$ cat config.mk
export PLATFORM = sky130hd
export DESIGN_NAME = jtag_tap_ctrl_flat
export DESIGN_NICKNAME = d
export VERILOG_FILES = /design/src/rtl/jtag_pkg.sv /design/src/rtl/jtag_tap_ctrl_if.sv /design/src/rtl/jtag_tap_fsm.sv /design/src/rtl/jtag_tap_ctrl.sv /design/src/flat_wrapper.sv
export SDC_FILE = /design/constraint.sdc
export NUM_CORES = 1
export LEC_CHECK = 0
export ABC_CLOCK_PERIOD_IN_PS = 3800
export BUFFER_PORTS_ARGS = -buffer_cell sky130_fd_sc_hd__buf_2
export CORE_MARGIN = 2
export CORE_UTILIZATION = 40
export DETAILED_ROUTE_END_ITERATION = 8
export GPL_TIMING_DRIVEN = 0
export PLACE_DENSITY_LB_ADDON = 0.2
export SYNTH_ARGS = -nofsm -noshare
export SYNTH_HDL_FRONTEND = slang
export SYNTH_SLANG_ARGS = --single-unit
$ cat constraint.sdc
create_clock -name i_tck -period 3.8 [get_ports i_tck]
set_clock_uncertainty 0.2 [all_clocks]
set_input_delay 0.19 -clock i_tck [delete_from_list [all_inputs] [get_ports i_tck]]
set_output_delay 0.19 -clock i_tck [all_outputs]
set_load 0.005 [all_outputs]
$ cat src/rtl/jtag_pkg.sv
// jtag_pkg: types and constants shared by the RISC-V debug transport TAP
// controller and the DTM data registers that sit behind it.
package jtag_pkg;

  // Instruction register geometry and codes.
  localparam int unsigned         IR_WIDTH     = 5;
  localparam logic [IR_WIDTH-1:0] IR_IDCODE    = 5'h01;
  localparam logic [IR_WIDTH-1:0] IR_DTMCS     = 5'h10;
  localparam logic [IR_WIDTH-1:0] IR_DMI       = 5'h11;
  localparam logic [IR_WIDTH-1:0] IR_BYPASS    = 5'h1F;

  // Default IDCODE; bit 0 is always 1 as the JTAG standard requires.
  localparam logic [31:0]         IDCODE_VALUE = 32'h0000_0001;

  // DTMCS fields shared with the DTMCS register implementation.
  localparam logic [3:0]          DTM_VERSION  = 4'd1;
  localparam logic [5:0]          DMI_ABITS    = 6'd7;

  // The 16 TAP states, using the encoding from the 1149.1 reference design.
  typedef enum logic [3:0] {
    EX2_DR = 4'h0,
    EX1_DR = 4'h1,
    SH_DR  = 4'h2,
    PA_DR  = 4'h3,
    SEL_IR = 4'h4,
    UPD_DR = 4'h5,
    CAP_DR = 4'h6,
    SEL_DR = 4'h7,
    EX2_IR = 4'h8,
    EX1_IR = 4'h9,
    SH_IR  = 4'hA,
    PA_IR  = 4'hB,
    RTI    = 4'hC,
    UPD_IR = 4'hD,
    CAP_IR = 4'hE,
    TLR    = 4'hF
  } tap_state_t;

  // True in the two states where TDO carries scan data.
  function automatic logic is_shift_state(input tap_state_t s);
    return (s == SH_DR) || (s == SH_IR);
  endfunction

endpackage

$ cat src/rtl/jtag_tap_ctrl_if.sv
// jtag_tap_ctrl_if: JTAG pin-side and DTM-side signals of the TAP controller.
// The slave modport is the TAP controller; master is the pin driver / DTM side.
interface jtag_tap_ctrl_if;

  logic i_tms;
  logic i_tdi;
  logic o_tdo;
  logic o_tdo_en;
  logic i_dtmcs_tdo;
  logic i_dmi_tdo;
  logic o_capture;
  logic o_shift;
  logic o_update;
  logic o_sel_dtmcs;
  logic o_sel_dmi;
  logic o_tap_reset;

  modport slave (
    input  i_tms, i_tdi, i_dtmcs_tdo, i_dmi_tdo,
    output o_tdo, o_tdo_en, o_capture, o_shift, o_update,
           o_sel_dtmcs, o_sel_dmi, o_tap_reset
  );

  modport master (
    output i_tms, i_tdi, i_dtmcs_tdo, i_dmi_tdo,
    input  o_tdo, o_tdo_en, o_capture, o_shift, o_update,
           o_sel_dtmcs, o_sel_dmi, o_tap_reset
  );

endinterface

$ cat src/rtl/jtag_tap_fsm.sv
// jtag_tap_fsm: the 16-state 1149.1 TAP state machine, advanced by TMS on
// every rising TCK. Five TMS=1 cycles reach Test-Logic-Reset from anywhere.
module jtag_tap_fsm
  import jtag_pkg::*;
(
  input  logic       i_tck,
  input  logic       i_trst_n,
  input  logic       i_tms,
  output tap_state_t state,
  output logic       o_tap_reset
);

  tap_state_t state_nxt;

  // Next-state graph of the standard TAP controller.
  always_comb begin
    // NOTE: the default assignment first guarantees no latch is inferred.
    state_nxt = state;
    unique case (state)
      TLR:    state_nxt = i_tms ? TLR    : RTI;
      RTI:    state_nxt = i_tms ? SEL_DR : RTI;
      SEL_DR: state_nxt = i_tms ? SEL_IR : CAP_DR;
      CAP_DR: state_nxt = i_tms ? EX1_DR : SH_DR;
      SH_DR:  state_nxt = i_tms ? EX1_DR : SH_DR;
      EX1_DR: state_nxt = i_tms ? UPD_DR : PA_DR;
      PA_DR:  state_nxt = i_tms ? EX2_DR : PA_DR;
      EX2_DR: state_nxt = i_tms ? UPD_DR : SH_DR;
      UPD_DR: state_nxt = i_tms ? SEL_DR : RTI;
      SEL_IR: state_nxt = i_tms ? TLR    : CAP_IR;
      CAP_IR: state_nxt = i_tms ? EX1_IR : SH_IR;
      SH_IR:  state_nxt = i_tms ? EX1_IR : SH_IR;
      EX1_IR: state_nxt = i_tms ? UPD_IR : PA_IR;
      PA_IR:  state_nxt = i_tms ? EX2_IR : PA_IR;
      EX2_IR: state_nxt = i_tms ? UPD_IR : SH_IR;
      UPD_IR: state_nxt = i_tms ? SEL_DR : RTI;
      default: state_nxt = TLR;
    endcase
  end

  // State register; TRST forces Test-Logic-Reset without waiting for TCK.
  always_ff @(posedge i_tck or negedge i_trst_n) begin
    // NOTE: non-blocking assignments keep all flops sampling pre-edge values.
    if (!i_trst_n) state <= TLR;
    else           state <= state_nxt;
  end

  assign o_tap_reset = (state == TLR);

endmodule

$ cat src/rtl/jtag_tap_ctrl.sv
// jtag_tap_ctrl: IEEE 1149.1 TAP controller for the RISC-V debug transport
// module. Holds the instruction register, decodes it into data-register
// selects, owns the BYPASS (and optionally IDCODE) registers, and drives the
// shared capture/shift/update strobes and the negedge-registered TDO.
//
// Build option: define JTAG_IDCODE_EN to include the 32-bit IDCODE register.
// Without it the IDCODE instruction falls through to BYPASS; the IR still
// resets to the IDCODE code either way.
module jtag_tap_ctrl #(
  parameter int unsigned         IR_WIDTH     = jtag_pkg::IR_WIDTH,
  parameter logic [31:0]         IDCODE_VALUE = jtag_pkg::IDCODE_VALUE,
  parameter logic [IR_WIDTH-1:0] IR_IDCODE    = IR_WIDTH'(jtag_pkg::IR_IDCODE),
  parameter logic [IR_WIDTH-1:0] IR_DTMCS     = IR_WIDTH'(jtag_pkg::IR_DTMCS),
  parameter logic [IR_WIDTH-1:0] IR_DMI       = IR_WIDTH'(jtag_pkg::IR_DMI)
) (
  input  logic           i_tck,
  input  logic           i_trst_n,
  jtag_tap_ctrl_if.slave tap
);

  import jtag_pkg::*;

  tap_state_t          state;
  logic                tap_reset;
  logic [IR_WIDTH-1:0] ir_shift;
  logic [IR_WIDTH-1:0] ir;
  logic                sel_dtmcs;
  logic                sel_dmi;
  logic                sel_idcode;
  logic                sel_bypass;
  logic                idcode_tdo;
  logic                bypass_q;
  logic                tdo_src;
  logic                tdo_q;
  logic                tdo_en_q;

  jtag_tap_fsm u_fsm (
    .i_tck       (i_tck),
    .i_trst_n    (i_trst_n),
    .i_tms       (tap.i_tms),
    .state       (state),
    .o_tap_reset (tap_reset)
  );

  // IR scan path: capture the fixed 0..01 pattern, then shift LSB-first.
  always_ff @(posedge i_tck or negedge i_trst_n) begin
    if (!i_trst_n)             ir_shift <= '0;
    else if (state == CAP_IR)  ir_shift <= {{(IR_WIDTH-2){1'b0}}, 2'b01};
    else if (state == SH_IR)   ir_shift <= {tap.i_tdi, ir_shift[IR_WIDTH-1:1]};
  end

  // Active IR: only Update-IR and Test-Logic-Reset change it, so a paused or
  // aborted scan never disturbs the current selection.
  always_ff @(posedge i_tck or negedge i_trst_n) begin
    if (!i_trst_n)             ir <= IR_IDCODE;
    else if (state == TLR)     ir <= IR_IDCODE;
    else if (state == UPD_IR)  ir <= ir_shift;
  end

  assign sel_dtmcs = (ir == IR_DTMCS);
  assign sel_dmi   = (ir == IR_DMI);

`ifdef JTAG_IDCODE_EN
  logic [31:0] idcode_sr;

  assign sel_idcode = (ir == IR_IDCODE);

  // IDCODE register: parallel load on capture, shift toward bit 0 on shift.
  always_ff @(posedge i_tck or negedge i_trst_n) begin
    if (!i_trst_n)                         idcode_sr <= '0;
    else if (sel_idcode && state == CAP_DR) idcode_sr <= IDCODE_VALUE;
    else if (sel_idcode && state == SH_DR)  idcode_sr <= {tap.i_tdi, idcode_sr[31:1]};
  end

  assign idcode_tdo = idcode_sr[0];
`else
  logic unused_idcode;

  // No IDCODE register: the IDCODE instruction is treated like any unknown
  // code and lands on BYPASS.
  assign sel_idcode    = 1'b0;
  assign idcode_tdo    = 1'b0;
  assign unused_idcode = ^IDCODE_VALUE;
`endif

  // Everything not claimed above, including all-ones, is BYPASS.
  assign sel_bypass = !(sel_dtmcs || sel_dmi || sel_idcode);

  // BYPASS register: a single stage that captures 0 and then tracks TDI.
  always_ff @(posedge i_tck or negedge i_trst_n) begin
    if (!i_trst_n)                          bypass_q <= 1'b0;
    else if (sel_bypass && state == CAP_DR) bypass_q <= 1'b0;
    else if (sel_bypass && state == SH_DR)  bypass_q <= tap.i_tdi;
  end

  // TDO source: IR scan bit, selected DR bit 0, or 0 outside the shift states.
  always_comb begin
    tdo_src = 1'b0;
    if (state == SH_IR) begin
      tdo_src = ir_shift[0];
    end else if (state == SH_DR) begin
      if (sel_dtmcs)       tdo_src = tap.i_dtmcs_tdo;
      else if (sel_dmi)    tdo_src = tap.i_dmi_tdo;
      else if (sel_idcode) tdo_src = idcode_tdo;
      else if (sel_bypass) tdo_src = bypass_q;
    end
  end

  // TDO is launched on the falling edge so the probe samples it mid-cycle.
  always_ff @(negedge i_tck or negedge i_trst_n) begin
    if (!i_trst_n) begin
      tdo_q    <= 1'b0;
      tdo_en_q <= 1'b0;
    end else begin
      tdo_q    <= tdo_src;
      tdo_en_q <= is_shift_state(state);
    end
  end

  // Strobes are plain state decodes; each DR gates them with its own select.
  assign tap.o_capture   = (state == CAP_DR);
  assign tap.o_shift     = (state == SH_DR);
  assign tap.o_update    = (state == UPD_DR);
  assign tap.o_sel_dtmcs = sel_dtmcs;
  assign tap.o_sel_dmi   = sel_dmi;
  assign tap.o_tap_reset = tap_reset;
  assign tap.o_tdo       = tdo_q;
  assign tap.o_tdo_en    = tdo_en_q;

endmodule

$ cat src/flat_wrapper.sv
// flat-port wrapper written by rule: the top's interface ports become plain ports
module jtag_tap_ctrl_flat import jtag_pkg::*;
#(
  parameter int unsigned         IR_WIDTH     = jtag_pkg::IR_WIDTH,
  parameter logic [31:0]         IDCODE_VALUE = jtag_pkg::IDCODE_VALUE,
  parameter logic [IR_WIDTH-1:0] IR_IDCODE    = IR_WIDTH'(jtag_pkg::IR_IDCODE),
  parameter logic [IR_WIDTH-1:0] IR_DTMCS     = IR_WIDTH'(jtag_pkg::IR_DTMCS),
  parameter logic [IR_WIDTH-1:0] IR_DMI       = IR_WIDTH'(jtag_pkg::IR_DMI)
)
  (i_tck, i_trst_n, tap_i_tms, tap_i_tdi, tap_i_dtmcs_tdo, tap_i_dmi_tdo, tap_o_tdo, tap_o_tdo_en, tap_o_capture, tap_o_shift, tap_o_update, tap_o_sel_dtmcs, tap_o_sel_dmi, tap_o_tap_reset);
  jtag_tap_ctrl_if tap_i ();
  input  logic i_tck;
  input  logic i_trst_n;
  input wire logic [$bits(tap_i.i_tms)-1:0] tap_i_tms;
  input wire logic [$bits(tap_i.i_tdi)-1:0] tap_i_tdi;
  input wire logic [$bits(tap_i.i_dtmcs_tdo)-1:0] tap_i_dtmcs_tdo;
  input wire logic [$bits(tap_i.i_dmi_tdo)-1:0] tap_i_dmi_tdo;
  output wire logic [$bits(tap_i.o_tdo)-1:0] tap_o_tdo;
  output wire logic [$bits(tap_i.o_tdo_en)-1:0] tap_o_tdo_en;
  output wire logic [$bits(tap_i.o_capture)-1:0] tap_o_capture;
  output wire logic [$bits(tap_i.o_shift)-1:0] tap_o_shift;
  output wire logic [$bits(tap_i.o_update)-1:0] tap_o_update;
  output wire logic [$bits(tap_i.o_sel_dtmcs)-1:0] tap_o_sel_dtmcs;
  output wire logic [$bits(tap_i.o_sel_dmi)-1:0] tap_o_sel_dmi;
  output wire logic [$bits(tap_i.o_tap_reset)-1:0] tap_o_tap_reset;
  assign tap_i.i_tms = tap_i_tms;
  assign tap_i.i_tdi = tap_i_tdi;
  assign tap_i.i_dtmcs_tdo = tap_i_dtmcs_tdo;
  assign tap_i.i_dmi_tdo = tap_i_dmi_tdo;
  assign tap_o_tdo = tap_i.o_tdo;
  assign tap_o_tdo_en = tap_i.o_tdo_en;
  assign tap_o_capture = tap_i.o_capture;
  assign tap_o_shift = tap_i.o_shift;
  assign tap_o_update = tap_i.o_update;
  assign tap_o_sel_dtmcs = tap_i.o_sel_dtmcs;
  assign tap_o_sel_dmi = tap_i.o_sel_dmi;
  assign tap_o_tap_reset = tap_i.o_tap_reset;
  jtag_tap_ctrl #(.IR_WIDTH(IR_WIDTH), .IDCODE_VALUE(IDCODE_VALUE), .IR_IDCODE(IR_IDCODE), .IR_DTMCS(IR_DTMCS), .IR_DMI(IR_DMI)) u_core (.i_tck(i_tck), .i_trst_n(i_trst_n), .tap(tap_i));
endmodule
# Word level (Yosys, flattened, before mapping)

Index checks and enable logic that the tools add are counted.

Flip-flop bits (word level): 17
Bits in latches: 0
Memory bits (writable): 0
Bits in read-only memories: 0
Input bits: 6
Output and inout port bits: 8
Logic and storage cells: 59
Memories kept: 0

$add $sub $neg: 0
Multipliers: 0
Div/mod/pow operators: 0
Order comparisons: 0
Equal/unequal tests: 17
Shift-type cells: 0
Muxes and demuxes: 24
Bitwise logic cells: 0
Reductions and logical operators: 12

Operators with widths:

| cell                 | count |
|---|---|
| $pmux W4 S12         | 1 |
| $eq A4 B4 Y1 const B | 8 |
| $mux W5              | 4 |
| $eq A4 B3 Y1 const B | 4 |
| $mux W2              | 6 |
| $mux W3              | 4 |
| $eq A5 B5 Y1 const B | 2 |
| $eq A4 B2 Y1 const B | 2 |
| $mux W1              | 8 |
| $reduce_bool A2 Y1   | 3 |
| $eq A4 B1 Y1 const B | 1 |
| $logic_not A4 Y1     | 1 |
| $mux W4              | 1 |
| $reduce_or A2 Y1     | 2 |
| $reduce_or A3 Y1     | 1 |
| $logic_and A1 B1 Y1  | 2 |
| $logic_or A1 B1 Y1   | 2 |
| $logic_not A1 Y1     | 1 |

# Longest topological paths before layout

Gate-level depths: netlist (run 1).

Depth after elaboration: 7
Depth in mapped cells: 5
Gate-level depth less buffers: 3

# Modules after synthesis

Synthesis (run 1) repeated with hierarchy kept, for this count alone.

Cells, all modules: 76
Area, all modules: 809.5 µm²

Modules (own cells, without submodules):

| module        | instances | cells each | area each (µm²) | seq. area each (µm²) |
|---|---|---|---|---|
| jtag_tap_ctrl | 1         | 55         | 604.3           | 326.6 |
| jtag_tap_fsm  | 1         | 21         | 205.2           | 105.1 |

==> flow_metrics.env, run 1 <==
export IMPL_nNetsFinal=113
export IMPL_synthAdderAreaFrac_pct=0
export IMPL_met3_wirelength_um=31
export IMPL_ant_nets=0
export IMPL_clkPwrFrac_pct=14.5
export IMPL_ff_latch_area_sq_um=432
export IMPL_wirelength_met1_um=714
export IMPL_synth_simple_gate_area_share_pct=25.4
export IMPL_routed_top_layer="met4"
export IMPL_synth_top_family_by_area="simple AND/OR/NAND/NOR gates"
export IMPL_crit_fanout=3
export IMPL_cpPeakStageDelay_ps=560
export IMPL_syn_avg_cell_area_sq_um=9.33
export IMPL_drv_cap=0
export IMPL_p_total_uw=662
export IMPL_async_reset_ff_share_pct=100
export IMPL_vdd_drop_max_mv=0.349
export IMPL_synth_compound_gate_area_share_pct=14.2
export IMPL_grt_use_total_pct=16.0
export IMPL_row_count=16
export IMPL_muxShareOfSynthArea_pct=4.01
export IMPL_hold_violations=0
export IMPL_p_sw_uw=253
export IMPL_powerDensity_mw_per_mm2=692
export IMPL_coreArea_sq_mm=0.00194
export IMPL_p_comb_share_pct=38.5
export IMPL_critPathLaunchType="register"
export IMPL_wl_per_cell_um=11.8
export IMPL_worst_path_buf_inv=0
export IMPL_drt_iter0_drc=3
export IMPL_n_fill_cell=204
export IMPL_place_port_buffers=13
export IMPL_yosysWarnings=0
export IMPL_dp_hpwl_um=1160
export IMPL_placed_area_sq_um=911
export IMPL_tritoncts="done"
export IMPL_yosysSeqAreaShare_pct=53.2
export IMPL_die_height_um=49.1
export IMPL_crit_path_top_delay_cell="or4b_4"
export IMPL_worstPathRequired_ps=2010
export IMPL_viasPerCell=4.90
export IMPL_worstSetupPathType="reg -> reg"
export IMPL_numCtsBuffers=3
export IMPL_synth_edff_count=0
export IMPL_slew_viol_final=0
export IMPL_slew_headroom_pct=66.3
export IMPL_worst_ep_arrival_time_ps=1780
export IMPL_grt_pass1_vias=691
export IMPL_clock_sinks=17
export IMPL_post_route_cell_area_sq_um=957
export IMPL_cellLeakagePower_uw=0.000436
export IMPL_swShare_pct=38.3
export IMPL_antenna_found_initial=0
export IMPL_dr_wl_met2_um=806
export IMPL_syn_inst=87
export IMPL_yosys_area_share_xor_xnor_pct=0
export IMPL_wl_um=1570
export IMPL_io_pins=14
export IMPL_synth_nets=93
export IMPL_clock_latency_ps=290
export IMPL_dp_cells=127
export IMPL_firstDrtPassIters=4
export IMPL_rsz0062_at_grt="false"
export IMPL_post_cts_buffers=0
export IMPL_synthTopCellsByCount="nand2_1, o21ai_0, dfrtp_1"
export IMPL_worstMarginPinSlew_ps=498
export IMPL_num_vias=652
export IMPL_grt_pass1_wl_um=2940
export IMPL_yosys_register_bits=17
export IMPL_final_cells=133
export IMPL_min_path_type="in -> async"
export IMPL_root_buffer="clkbuf_4"
export IMPL_intPower_uw=409
export IMPL_synth_top_area_share_pct=30.8
export IMPL_die_area_sq_mm=0.00241
export IMPL_crit_chain="or4b_4 -> or3_1 -> a31oi_1"
export IMPL_grt_max_degree=18
export IMPL_drc=0
export IMPL_multiInputGateArea_sq_um=354
export IMPL_synthTopCellsByArea="dfrtp_1, dfstp_2, nand2_1"
export IMPL_path_clk_slew_ps=90
export IMPL_start_util_pct=41.8
export IMPL_fp_dieW_um=49.1
export IMPL_drive_above_1_share_pct=24.5
export IMPL_status="completed"
export IMPL_overflow=0
export IMPL_cpLargestDelayFamily="simple AND/OR/NAND/NOR gates"
export IMPL_setup_viol=0
export IMPL_critPathCaptureType="register"
export IMPL_cts_buffer_depth=2
export IMPL_synth_distinct_cells=28
export IMPL_yosysMostFrequentCell="nand2_1"
export IMPL_area_delta_synth_final_pct=17.9
export IMPL_finalSetupTns_ps=0
export IMPL_synth_top_area_cell="dfrtp_1"
export IMPL_htreeDepth=1
export IMPL_ys_flop_type="dfrtp_1"
export IMPL_globalplace_congestion=0.723
export IMPL_seqPwrFrac_pct=47.1
export IMPL_n_antenna_cell=0
export IMPL_syn_area_sq_um=812
## registers in the layout, indices dropped and copies added, names as in the netlist
signal / flops
u_core.ir: 5
u_core.u_fsm.state: 4
u_core.tap.o_tdo: 1
u_core.tap.o_tdo_en: 1
u_core.bypass_q: 1
u_core.ir_shift: 5
## layout by cell type (no fill, tap or decap)
master and instances:
dfrtn_1 2, mux2_2 2, buf_2 13, nor2_1 6, inv_1 2, or2_2 1
nor3_1 2, nor4b_1 1, clkbuf_1 6, nand2b_1 4, or3_1 1, nand3b_1 2
dlygate4sd3_1 2, mux2i_1 1, o2bb2ai_1 1, nand2_1 17, nor3b_1 1, nand3_1 3
a21boi_0 1, clkbuf_4 3, dfrtp_1 10, o21a_1 1, or4b_4 1, a21oi_1 1
o21ba_2 1, dfstp_2 5, and2_1 1, a22o_1 1, o21ai_0 11, nor2b_1 1
a31oi_1 2
## timing repair
item,CTS,global route
hold endpoints to repair,17,0
resized for setup,0,0
endpoints found under the setup margin,0,0
hold buffers,2,0
## routing by layer
metal	global-route usage, %	vias up
li1	-	337
met1	19.8	305
met2	26.5	8
met3	2.76	2
met4	9.05	0
met5	0	-
## kinds of logic (layout without fill, tap and decap cells)
| kind of cell | after synthesis | after routing |
|---|---|---|
| and+or+nand+nor | 41 | 41 |
| AOI/OAI and AO/OA | 19 | 19 |
| muxes | 3 | 3 |
| buffers and inverters | 7 | 26 |
| DFF | 17 | 17 |
## metrics by stage
| stage | worst slack, ps | utilization (%) | hold slack (ps) |
|---|---|---|---|
| floorplan | 309 | - | -306 |
| global placement | 257 | 46.9 | -70.6 |
| detailed placement | 240 | 46.9 | -63.7 |
| CTS | 233 | 49.3 | 153 |
| global route | 152 | 49.3 | 168 |
| finish | 238 | 49.3 | 143 |
## path summary, 6_finish.rpt
kind,cells after the start,start,slack (ps),to
min,2,i_trst_n,140,u_core.bypass_q$_DFFE_PN0P_
max reg2reg,3,u_core.ir[1]$_DFFE_PN0P_,240,u_core.tap.o_tdo$_DFF_NN0_
min in group i_tck,3,tap_i_tdi,150,u_core.ir_shift[4]$_DFFE_PN0N_
max,3,u_core.ir[1]$_DFFE_PN0P_,240,u_core.tap.o_tdo$_DFF_NN0_
max in group asynchronous,2,i_trst_n,1170,u_core.tap.o_tdo$_DFF_NN0_
min reg2reg,2,u_core.ir[4]$_DFFE_PN0P_,320,u_core.ir[4]$_DFFE_PN0P_
## layout make-up
| cell class | count | share of cell area (%) |
|---|---|---|
| Sequential cell | 17 | 45.1 |
| Multi-Input combinational cell | 63 | 37.0 |
| Timing Repair Buffer | 15 | 8.89 |
| Tap cell | 27 | 3.53 |
| Clock buffer | 4 | 2.75 |
| Buffer | 5 | 1.96 |
| Inverter | 2 | 0.784 |
## power by group through the flow
stage | sequential [uW] | combinational [uW] | clock (uW)
after global placement | 312 | 248 | 0
after CTS | 313 | 258 | 99.1
after floorplan | 301 | 191 | 0
final | 312 | 255 | 95.7
after global routing | 323 | 298 | 111
after detailed placement | 317 | 257 | 0
No activity file was read; power rests on OpenSTA's default activity.
==> run 2, diff against run 1 <==
--- a/config.mk
+++ b/config.mk
@@ -14,4 +14,5 @@
 export PLACE_DENSITY_LB_ADDON = 0.2
 export SYNTH_ARGS = -nofsm -noshare
 export SYNTH_HDL_FRONTEND = slang
+export SYNTH_HIERARCHICAL = 1
 export SYNTH_SLANG_ARGS = --single-unit
==> flow_metrics.env, run 2 <==
export IMPL_n_antenna_cell=0
export IMPL_cts_buffer_depth=2
export IMPL_ant_nets=0
export IMPL_wl_per_cell_um=11.9
export IMPL_wirelength_met1_um=647
export IMPL_largestRegisters="u_core/ir: 5 flops, u_core/ir_shift: 5 flops, u_core/u_fsm/state: 4 flops"
export IMPL_path_clk_slew_ps=100
export IMPL_n_fill_cell=193
export IMPL_worst_ep_arrival_time_ps=1720
export IMPL_clock_latency_ps=290
export IMPL_hold_violations=0
export IMPL_viasPerCell=5.00
export IMPL_syn_area_sq_um=810
export IMPL_start_util_pct=41.7
export IMPL_numCtsBuffers=3
export IMPL_cellLeakagePower_uw=0.000438
export IMPL_antenna_found_initial=0
export IMPL_synth_distinct_cells=31
export IMPL_powerDensity_mw_per_mm2=719
export IMPL_ys_flop_type="dfrtp_1"
export IMPL_die_height_um=49.0
export IMPL_final_cell_mix="buf_2, nand2_1, dfrtp_1"
export IMPL_synth_edff_count=0
export IMPL_vdd_drop_max_mv=0.403
export IMPL_root_buffer="clkbuf_4"
export IMPL_syn_avg_cell_area_sq_um=10.7
export IMPL_layout_commonest_cell="buf_2"
export IMPL_clock_sinks=17
export IMPL_cts_resized=0
export IMPL_htreeDepth=1
export IMPL_status="completed"
export IMPL_place_port_buffers=13
export IMPL_met3_wirelength_um=39
export IMPL_dr_wl_met2_um=740
export IMPL_grt_pass1_vias=607
export IMPL_drive_above_1_share_pct=30.5
export IMPL_overflow=0
export IMPL_crit_fanout=9
export IMPL_worstSetupPathType="reg -> reg"
export IMPL_fp_dieW_um=49.0
export IMPL_drc=0
export IMPL_synth_top_family_by_area="simple AND/OR/NAND/NOR gates"
export IMPL_dp_hpwl_um=1050
export IMPL_firstDrtPassIters=4
export IMPL_final_util_pct=49.2
export IMPL_min_path_type="in -> reg"
export IMPL_hold_buffers=2
export IMPL_critPathCaptureType="register"
export IMPL_num_vias=610
export IMPL_setup_viol=0
export IMPL_routed_top_layer="met4"
export IMPL_finalSetupTns_ps=0
export IMPL_tritoncts="done"
export IMPL_synth_top_area_share_pct=30.9
export IMPL_worstPathRequired_ps=2030
export IMPL_row_count=16
export IMPL_grt_pass1_wl_um=2560
export IMPL_coreArea_sq_mm=0.00194
export IMPL_nNetsFinal=102
export IMPL_yosysSeqAreaShare_pct=53.3
export IMPL_io_pins=14
export IMPL_synth_simple_gate_area_share_pct=28.0
export IMPL_muxShareOfSynthArea_pct=4.02
export IMPL_async_reset_ff_share_pct=100
export IMPL_synth_top_area_cell="dfrtp_1"
export IMPL_drv_cap=0
export IMPL_yosys_area_share_xor_xnor_pct=0
export IMPL_yosysWarnings=6
export IMPL_grt_max_degree=18
export IMPL_cpPeakStageDelay_ps=610
export IMPL_worstMarginPinSlew_ps=357
export IMPL_slew_headroom_pct=75.9
export IMPL_die_area_sq_mm=0.00240
export IMPL_slew_viol_final=0
export IMPL_crit_chain="buf_2 -> nor3b_2 -> nor2b_1 -> a32o_1"
export IMPL_drt_iter0_drc=14
export IMPL_critPathLaunchType="register"
export IMPL_area_delta_synth_final_pct=18.1
export IMPL_wl_um=1450
export IMPL_syn_inst=76
export IMPL_yosys_register_bits=17
export IMPL_synthTopCellsByCount="nand2_1, dfrtp_1, dfstp_2, nor2_1"
export IMPL_synthAdderAreaFrac_pct=0
export IMPL_rsz0062_at_grt="false"
export IMPL_yosysMostFrequentCell="nand2_1"
export IMPL_crit_path_top_delay_cell="dfstp_2"
export IMPL_grt_use_total_pct=14.0
export IMPL_synth_compound_gate_area_share_pct=13.6
export IMPL_synthTopCellsByArea="dfrtp_1, dfstp_2, dfrtn_1"
export IMPL_post_cts_buffers=0
export IMPL_globalplace_congestion=0.666
export IMPL_synth_nets=82
[run 2: cell types whose count changed in the layout (fill, tap and decap cells not counted), moves of 3 or more]
cell      previous run  this run
a22o_1               1         4
o21ai_0             11         3
nand2_1             17        11
clkbuf_1             6         0
o21ai_1              0         3
[run 2: path summary, 6_finish.rpt]
path	start	to	slack (ps)	cells after the start
max in group asynchronous	i_trst_n	u_core/tap.o_tdo_en$_DFF_NN0_	1170	2
min in group asynchronous	i_trst_n	u_core/ir_shift[0]$_DFFE_PN0P_	140	2
worst min-delay path	tap_i_tdi	u_core/bypass_q$_DFFE_PN0P_	100	3
worst min register to register	u_core/ir[0]$_DFFE_PN1P_	u_core/ir[0]$_DFFE_PN1P_	290	2
worst max-delay path	u_core/u_fsm/state[1]$_DFF_PN1_	u_core/tap.o_tdo$_DFF_NN0_	310	4
worst max register to register	u_core/u_fsm/state[1]$_DFF_PN1_	u_core/tap.o_tdo$_DFF_NN0_	310	4
[run 2: worst max-delay path: cells and delay by family, from the launching register on]
family / cells / cell delay, ps
AO/OA/AOI/OAI: 1 / 170
buffers and inverters: 1 / 200
flip-flops: 1 / 610
AND/OR/NAND/NOR: 2 / 450
[run 2: layout make-up]
cell class                      instances  area [sq um]  share of cell area [%]
Timing Repair Buffer                   15          85.1                    8.90
Sequential cell                        17           432                    45.2
Inverter                                1          3.75                   0.393
Multi-Input combinational cell         57           369                    38.6
Clock buffer                            3          22.5                    2.36
Clock inverter                          1          5.00                   0.524
Buffer                                  1          5.00                   0.524
Tap cell                               27          33.8                    3.53
[run 2: metrics by stage]
step	instance area, sq um	setup WS [ps]	total power [uW]	hold WS (ps)	std cells
after global routing	956	147	750	154	122
after global placement	908	313	592	-62.5	116
after CTS	956	283	700	102	122
after detailed placement	908	288	602	-66.5	116
after floorplan	810	403	524	-306	76
final	956	313	687	102	122
[run 2: routing by layer]
| layer | GRT usage, % | up-vias |
|---|---|---|
| met3 | 2.15 | 2 |
| met4 | 8.57 | 0 |
| met5 | 0 | - |
| met1 | 16.1 | 293 |
| met2 | 24.2 | 10 |
| li1 | - | 305 |
[run 2: report_power, final]
| part | internal, uW | switching, uW |
|---|---|---|
| combinational | 127 | 109 |
| clock | 39.1 | 54.9 |
| sequential | 270 | 86.5 |
| total | 436 | 251 |
[run 2: logic make-up (layout without fill, tap and decap cells)]
family	count (synthesis)	in the layout
multiplexers	3	3
buffers and inverters	2	21
AND/OR/NAND/NOR	38	38
AO/OA/AOI/OAI	16	16
flip-flops	17	17
